### src/rtl/cpu_sequencer_pkg.sv
// Shared CPU definitions: sequencer states,
// opcodes, ALU selects and opcode class helpers.
package cpu_sequencer_pkg;

  localparam logic [2:0] S_IDLE   = 3'd0;
  localparam logic [2:0] S_FETCH  = 3'd1;
  localparam logic [2:0] S_DECODE = 3'd2;
  localparam logic [2:0] S_EXEC   = 3'd3;
  localparam logic [2:0] S_MEM    = 3'd4;
  localparam logic [2:0] S_WB     = 3'd5;
  localparam logic [2:0] S_FAULT  = 3'd7;

  localparam logic [3:0] OP_LD  = 4'h0;
  localparam logic [3:0] OP_ST  = 4'h1;
  localparam logic [3:0] OP_ADD = 4'h2;
  localparam logic [3:0] OP_SUB = 4'h3;
  localparam logic [3:0] OP_AND = 4'h4;
  localparam logic [3:0] OP_OR  = 4'h5;
  localparam logic [3:0] OP_XOR = 4'h6;
  localparam logic [3:0] OP_SLL = 4'h7;
  localparam logic [3:0] OP_SRL = 4'h8;
  localparam logic [3:0] OP_SLT = 4'h9;
  localparam logic [3:0] OP_BEQ = 4'hB;
  localparam logic [3:0] OP_BNE = 4'hC;
  localparam logic [3:0] OP_JMP = 4'hD;

  localparam logic [2:0] ALU_ADD = 3'd0;
  localparam logic [2:0] ALU_SUB = 3'd1;

  typedef struct packed {
    logic       alu_src;
    logic       reg_dst;
    logic [2:0] alu_op;
    logic       jump;
    logic       beq;
    logic       bne;
  } ctrl_t;

  function automatic logic is_mem(
    input logic [3:0] op
  );
    return (op == OP_LD) || (op == OP_ST);
  endfunction

  function automatic logic is_alu(
    input logic [3:0] op
  );
    return (op >= OP_ADD) && (op <= OP_SLT);
  endfunction

  function automatic logic is_branch(
    input logic [3:0] op
  );
    return (op == OP_BEQ) || (op == OP_BNE)
        || (op == OP_JMP);
  endfunction

  function automatic logic is_illegal(
    input logic [3:0] op
  );
    return !(is_mem(op) || is_alu(op)
          || is_branch(op));
  endfunction

endpackage

### src/rtl/cpu_sequencer_ctrl_decode.sv
// Static datapath controls from the latched
// opcode and the current sequencer state.
module ctrl_decode
  import cpu_sequencer_pkg::*;
(
  input  logic [2:0] state,
  input  logic [3:0] op_q,
  output ctrl_t      ctl
);

  logic act;
  logic ex;

  assign ex  = (state == S_EXEC);
  assign act = ex || (state == S_MEM)
            || (state == S_WB);

  // Per-class control set, live only in EXEC/MEM/WB
  always_comb begin
    ctl = '0;
    if (act) begin
      unique case (1'b1)
        is_mem(op_q): begin
          ctl.alu_src = 1'b1;
          ctl.alu_op  = ALU_ADD;
        end
        is_alu(op_q): begin
          ctl.reg_dst = 1'b1;
          // ADD..SLT map to 0..7; low bits wrap
          ctl.alu_op  = op_q[2:0] - 3'd2;
        end
        (op_q == OP_BEQ): begin
          ctl.alu_op = ALU_SUB;
          ctl.beq    = ex;
        end
        (op_q == OP_BNE): begin
          ctl.alu_op = ALU_SUB;
          ctl.bne    = ex;
        end
        (op_q == OP_JMP): begin
          ctl.jump = ex;
        end
        default: ;
      endcase
    end
  end

endmodule

### src/rtl/cpu_sequencer.sv
// Multi-cycle instruction sequencer: FSM,
// memory wait timeout and retire counter.
module cpu_sequencer
  import cpu_sequencer_pkg::*;
#(
  parameter int MEM_TIMEOUT = 15
) (
  input  logic        clk,
  input  logic        rst_n,
  input  logic        run_en,
  input  logic [3:0]  opcode,
  input  logic        mem_ready,
  output logic        pc_write,
  output logic        ir_write,
  output logic        jump,
  output logic        beq,
  output logic        bne,
  output logic        mem_read,
  output logic        mem_write,
  output logic        alu_src,
  output logic        reg_dst,
  output logic        mem_to_reg,
  output logic        reg_write,
  output logic [2:0]  alu_op,
  output logic [2:0]  state,
  output logic        fault,
  output logic [15:0] retired
);

  localparam int TW = $clog2(MEM_TIMEOUT + 1);

  logic [2:0]    state_q;
  logic [2:0]    state_d;
  logic [3:0]    op_q;
  logic [TW-1:0] tcnt_q;
  logic [15:0]   retired_q;
  logic          retire;
  logic          to_hit;
  ctrl_t         ctl;

  assign to_hit = (tcnt_q == TW'(MEM_TIMEOUT - 1));

  // Next state plus per-state strobes
  always_comb begin
    state_d    = state_q;
    retire     = 1'b0;
    ir_write   = 1'b0;
    pc_write   = 1'b0;
    mem_read   = 1'b0;
    mem_write  = 1'b0;
    reg_write  = 1'b0;
    mem_to_reg = 1'b0;
    unique case (state_q)
      S_IDLE: begin
        if (run_en) state_d = S_FETCH;
      end
      S_FETCH: begin
        ir_write = run_en;
        state_d  = run_en ? S_DECODE : S_IDLE;
      end
      S_DECODE: begin
        state_d = is_illegal(opcode)
                ? S_FAULT : S_EXEC;
      end
      S_EXEC: begin
        unique case (1'b1)
          is_mem(op_q): state_d = S_MEM;
          is_alu(op_q): state_d = S_WB;
          is_branch(op_q): begin
            pc_write = 1'b1;
            retire   = 1'b1;
            state_d  = S_FETCH;
          end
          default: state_d = S_FAULT;
        endcase
      end
      S_MEM: begin
        mem_read  = (op_q == OP_LD);
        mem_write = (op_q == OP_ST);
        if (mem_ready) begin
          if (op_q == OP_ST) begin
            pc_write = 1'b1;
            retire   = 1'b1;
            state_d  = S_FETCH;
          end else begin
            state_d = S_WB;
          end
        end else if (to_hit) begin
          state_d = S_FAULT;
        end
      end
      S_WB: begin
        reg_write  = 1'b1;
        mem_to_reg = (op_q == OP_LD);
        pc_write   = 1'b1;
        retire     = 1'b1;
        state_d    = S_FETCH;
      end
      S_FAULT: state_d = S_FAULT;
      default: state_d = S_FAULT;
    endcase
  end

  // State, opcode latch, wait counter, retire count
  always_ff @(posedge clk) begin
    if (!rst_n) begin
      state_q   <= S_IDLE;
      op_q      <= '0;
      tcnt_q    <= '0;
      retired_q <= '0;
    end else begin
      state_q <= state_d;
      if (state_q == S_DECODE) op_q <= opcode;
      if (state_q == S_EXEC) begin
        tcnt_q <= '0;
      end else if (state_q == S_MEM
                   && !mem_ready) begin
        tcnt_q <= tcnt_q + 1'b1;
      end
      if (retire) retired_q <= retired_q + 16'd1;
    end
  end

  ctrl_decode u_dec (
    .state (state_q),
    .op_q  (op_q),
    .ctl   (ctl)
  );

  assign {alu_src, reg_dst, alu_op,
          jump, beq, bne} = ctl;
  assign state   = state_q;
  assign fault   = (state_q == S_FAULT);
  assign retired = retired_q;

endmodule

### config.mk
export PLATFORM = sky130hd
export DESIGN_NAME = cpu_sequencer
export DESIGN_NICKNAME = d
export VERILOG_FILES = /design/src/rtl/cpu_sequencer_pkg.sv /design/src/rtl/cpu_sequencer_ctrl_decode.sv /design/src/rtl/cpu_sequencer.sv
export SDC_FILE = /design/constraint.sdc
export NUM_CORES = 1
export LEC_CHECK = 0
export ABC_CLOCK_PERIOD_IN_PS = 2500
export CAP_MARGIN = 20
export CORE_UTILIZATION = 40
export DETAILED_ROUTE_END_ITERATION = 10
export PLACE_DENSITY = 0.67
export SYNTH_ARGS = -nofsm -noshare
export SYNTH_HDL_FRONTEND = slang
export SYNTH_SLANG_ARGS = --single-unit
### constraint.sdc
create_clock -name clk -period 2.5 [get_ports clk]
set_input_delay 0.375 -clock clk [delete_from_list [all_inputs] [get_ports clk]]
set_output_delay 0.375 -clock clk [all_outputs]
set_load 0.02 [all_outputs]
==> impl_metrics.toml <==
[clock_network]
cts-hold-fix-buffers = 0
cts.sink_count = 27
clockRootBuffer = "sky130_fd_sc_hd__clkbuf_8"
cts_buffers = 3
tritoncts = "yes"
max-clock-path-buffers = 2
htree_num_levels = 1
clock_insertion_delay_worst_skew_ns = 0.28
clk_pin_slew_ns = 0.10

[power]
vdd_ir_drop_max_uv = 260
p_total_uw = 804
cellLeakagePower_uw = 0.000824
p_per_area_nw_per_um2 = 356

[detailed_routing]
detail_route.drc_violations = 0
via_count = 1580
wl_per_cell_um = 13.3
drtAntennaViolNets = 0
wirelength_mm = 3.96
via_per_inst = 5.30
drt_iter0_drc = 166
drt_pass1_iterations = 4

[cells_and_area]
ff_latch_area_um2 = 541
syn_to_final_growth_pct = 28.6
final_common_cell = "sky130_fd_sc_hd__clkdlybuf4s50_1"
num_antenna_cells = 0
area_taken_by_multi_input_logic_gates_um2 = 1120
n_fill_cell = 390
final_net_count = 260
layout-drive-gt1-share = 0.0927
mostFrequentLayoutCells = "38 x sky130_fd_sc_hd__clkdlybuf4s50_1, 30 x sky130_fd_sc_hd__nand2_1, 27 x sky130_fd_sc_hd__dfxtp_1"

[synthesis]
number_of_enable_type_register_cells_in_the_synthesized_netlist = 0
number_of_nets_in_the_synthesized_netlist = 222
syn_inst = 211
synth_ff_type = "sky130_fd_sc_hd__dfxtp_1"
syn_warnings = 0
ys_async_sr_fraction = 0
synth_cell_types = 48
synth.yosys.seq_area_share = 0.307
postSynthRegisterBits = 27
synthesis.area_per_instance_um2 = 8.34
synth.cell_area_um2 = 1760

[sta]
post-route-period-util = 0.952
max_clock_freq_ghz = 0.420
slew_headroom = 0.685
setup_violating_endpoint_count_in_the_final_report = 0
finalCriticalPeriod_ns = 2.38
clock_skew_ns = 0.00912
grt_setup_unrepaired = "no"
report.final.slew_viol_count = 0
hold_viol = 0
tns_ns = 0
tightestPinTransition_ns = 0.470

[global_route]
first_global_vias = 1380
grt_first_pass_wirelength_mm = 6.58
grt_util_all_layers = 0.187
initial_antenna_violation_count = 0
grt_max_degree = 19
grt_overflow = 0

[worst_setup_path]
crit_path_end_kind = "output pin"
reg2reg_depth = 5
critical_path_arrival_ns = 2.01
r2r-end = "retired[15]$_SDFFE_PN0P_"
critical_path_required_ns = 2.12
setup.reg_to_reg.worst_slack_ns = 0.54
reg2reg_from = "op_q[2]$_SDFFE_PN0P_"
crit_fanout = 13
setup.worst_path.class = "flop to output pin"
cp-start-kind = "flop"

[placed_design]
place.gp.congestion = 0.810
buffer_ports.inserted = 41
detailedPlacementHpwl_mm = 2.86

[min_path]
hold_start = "retired[15]$_SDFFE_PN0P_"
holdCritPathClass = "flop to flop"
worst_hold_path.num_cells = 2
worst_hold_path.endpoint = "retired[15]$_SDFFE_PN0P_"

[floorplanning]
die_h_um = 68.3
dieArea_um2 = 4670
starting_density_of_the_core = 0.427
io_pins = 42
placement_rows = 23
core_area_um2 = 4120
fp.dieW_um = 68.3

[status]
status = "finished clean"

[flow_run]
maxCapViolCount = 0
==> how the worst max path moves through the flow <==
stage                                startpoint   endpoint  cells after the start  slack (ns)
after floorplan            op_q[1]$_SDFFE_PN0P_  mem_write                      4        0.38
after CTS                 state[1]$_SDFFE_PN0P_  alu_op[1]                      4       0.004
after global routing       op_q[1]$_SDFFE_PN0P_   pc_write                      4        0.01
after detailed placement              mem_ready   pc_write                      4        0.27
final                      op_q[1]$_SDFFE_PN0P_   pc_write                      4        0.12
after global placement                mem_ready   pc_write                      4        0.29
==> power by group <==
part           total (uW)  internal (uW)  leakage, uW  switching, uW
Clock                 254            114    0.0000228            139
Sequential            443            435     0.000218           7.88
Combinational         108           47.9     0.000583           59.7
==> worst max-delay path, cell delays in order (launching register included) <==
cell,delay (ns)
sky130_fd_sc_hd__dfxtp_1,0.57
sky130_fd_sc_hd__and2b_1,0.32
sky130_fd_sc_hd__o211ai_4,0.21
sky130_fd_sc_hd__nand2_1,0.08
sky130_fd_sc_hd__clkdlybuf4s50_1,0.54
==> synthesized netlist by cell type (2+ instances only) <==
library cell / number / area [um2]
sky130_fd_sc_hd__nor2b_1: 2 / 12.5
sky130_fd_sc_hd__ha_1: 3 / 37.5
sky130_fd_sc_hd__a221oi_1: 2 / 17.5
sky130_fd_sc_hd__and4_1: 3 / 26.3
sky130_fd_sc_hd__buf_2: 4 / 20.0
sky130_fd_sc_hd__a21oi_1: 11 / 55.1
sky130_fd_sc_hd__nor3_1: 4 / 20.0
sky130_fd_sc_hd__a2111oi_2: 2 / 30.0
sky130_fd_sc_hd__a211oi_1: 4 / 30.0
sky130_fd_sc_hd__nand4_1: 3 / 18.8
sky130_fd_sc_hd__nand2b_1: 15 / 93.8
sky130_fd_sc_hd__dfxtp_1: 27 / 541
sky130_fd_sc_hd__buf_4: 2 / 15.0
sky130_fd_sc_hd__xor2_1: 2 / 17.5
sky130_fd_sc_hd__mux2i_1: 18 / 180
sky130_fd_sc_hd__inv_1: 4 / 15.0
sky130_fd_sc_hd__nor4_1: 2 / 12.5
sky130_fd_sc_hd__nor2_1: 15 / 56.3
sky130_fd_sc_hd__clkbuf_1: 9 / 33.8
sky130_fd_sc_hd__a2111oi_1: 2 / 20.0
sky130_fd_sc_hd__and3b_1: 3 / 26.3
sky130_fd_sc_hd__and3_1: 4 / 25.0
sky130_fd_sc_hd__nand2_1: 30 / 113
sky130_fd_sc_hd__xnor2_1: 2 / 17.5
sky130_fd_sc_hd__nand3_1: 8 / 40.0
sky130_fd_sc_hd__o21ai_0: 8 / 40.0
==> metrics by stage <==
step           hold slack (ns)  cell area [um2]  std cells  utilization  worst slack [ns]
6_report                 0.478             2260        298        0.550             0.120
5_1_grt                  0.499             2260        298        0.550            0.0144
4_1_cts                  0.488             2260        298        0.548           0.00384
3_5_place_dp             0.467             2210        294        0.538             0.272
3_3_place_gp             0.455             2210        294        0.538             0.288
2_1_floorplan            0.480             1760        211            -             0.382
==> state kept, by name, indices dropped and copies added (netlist names) <==
signal   count
op_q         4
state        3
retired     16
tcnt_q       4
==> kinds of logic (layout without fill, tap and decap cells) <==
family,after synthesis,after routing,share of synthesized area
buffers and inverters,20,57,0.0540
muxes,19,19,0.109
AOI/OAI and AO/OA,38,38,0.173
DFF,27,27,0.307
and+or+nand+nor,100,100,0.316
xor gates and xnor gates,4,4,0.0199
adders and majority gates,3,3,0.0213
==> metal layers <==
layer / up-vias / wire, um / GRT usage
li1: 824 / - / -
met1: 727 / 2080 / 0.266
met2: 25 / 1700 / 0.286
met3: 4 / 144 / 0.0433
met4: 0 / 33 / 0.0391
met5: - / 0 / 0
==> layout make-up <==
| cell class | count | share of cell area |
|---|---|---|
| Multi-Input combinational cell | 164 | 0.497 |
| Tap cell | 50 | 0.0277 |
| Inverter | 4 | 0.00664 |
| Sequential cell | 27 | 0.239 |
| Clock buffer | 4 | 0.0199 |
| Timing Repair Buffer | 49 | 0.210 |
==> what timing repair did <==
| item | in CTS | in global routing |
|---|---|---|
| setup endpoints to repair | 1 | 6 |
| resized for setup | 1 | 3 |
| buffers inserted | 0 | 0 |
(Power assumes the default switching activity.)
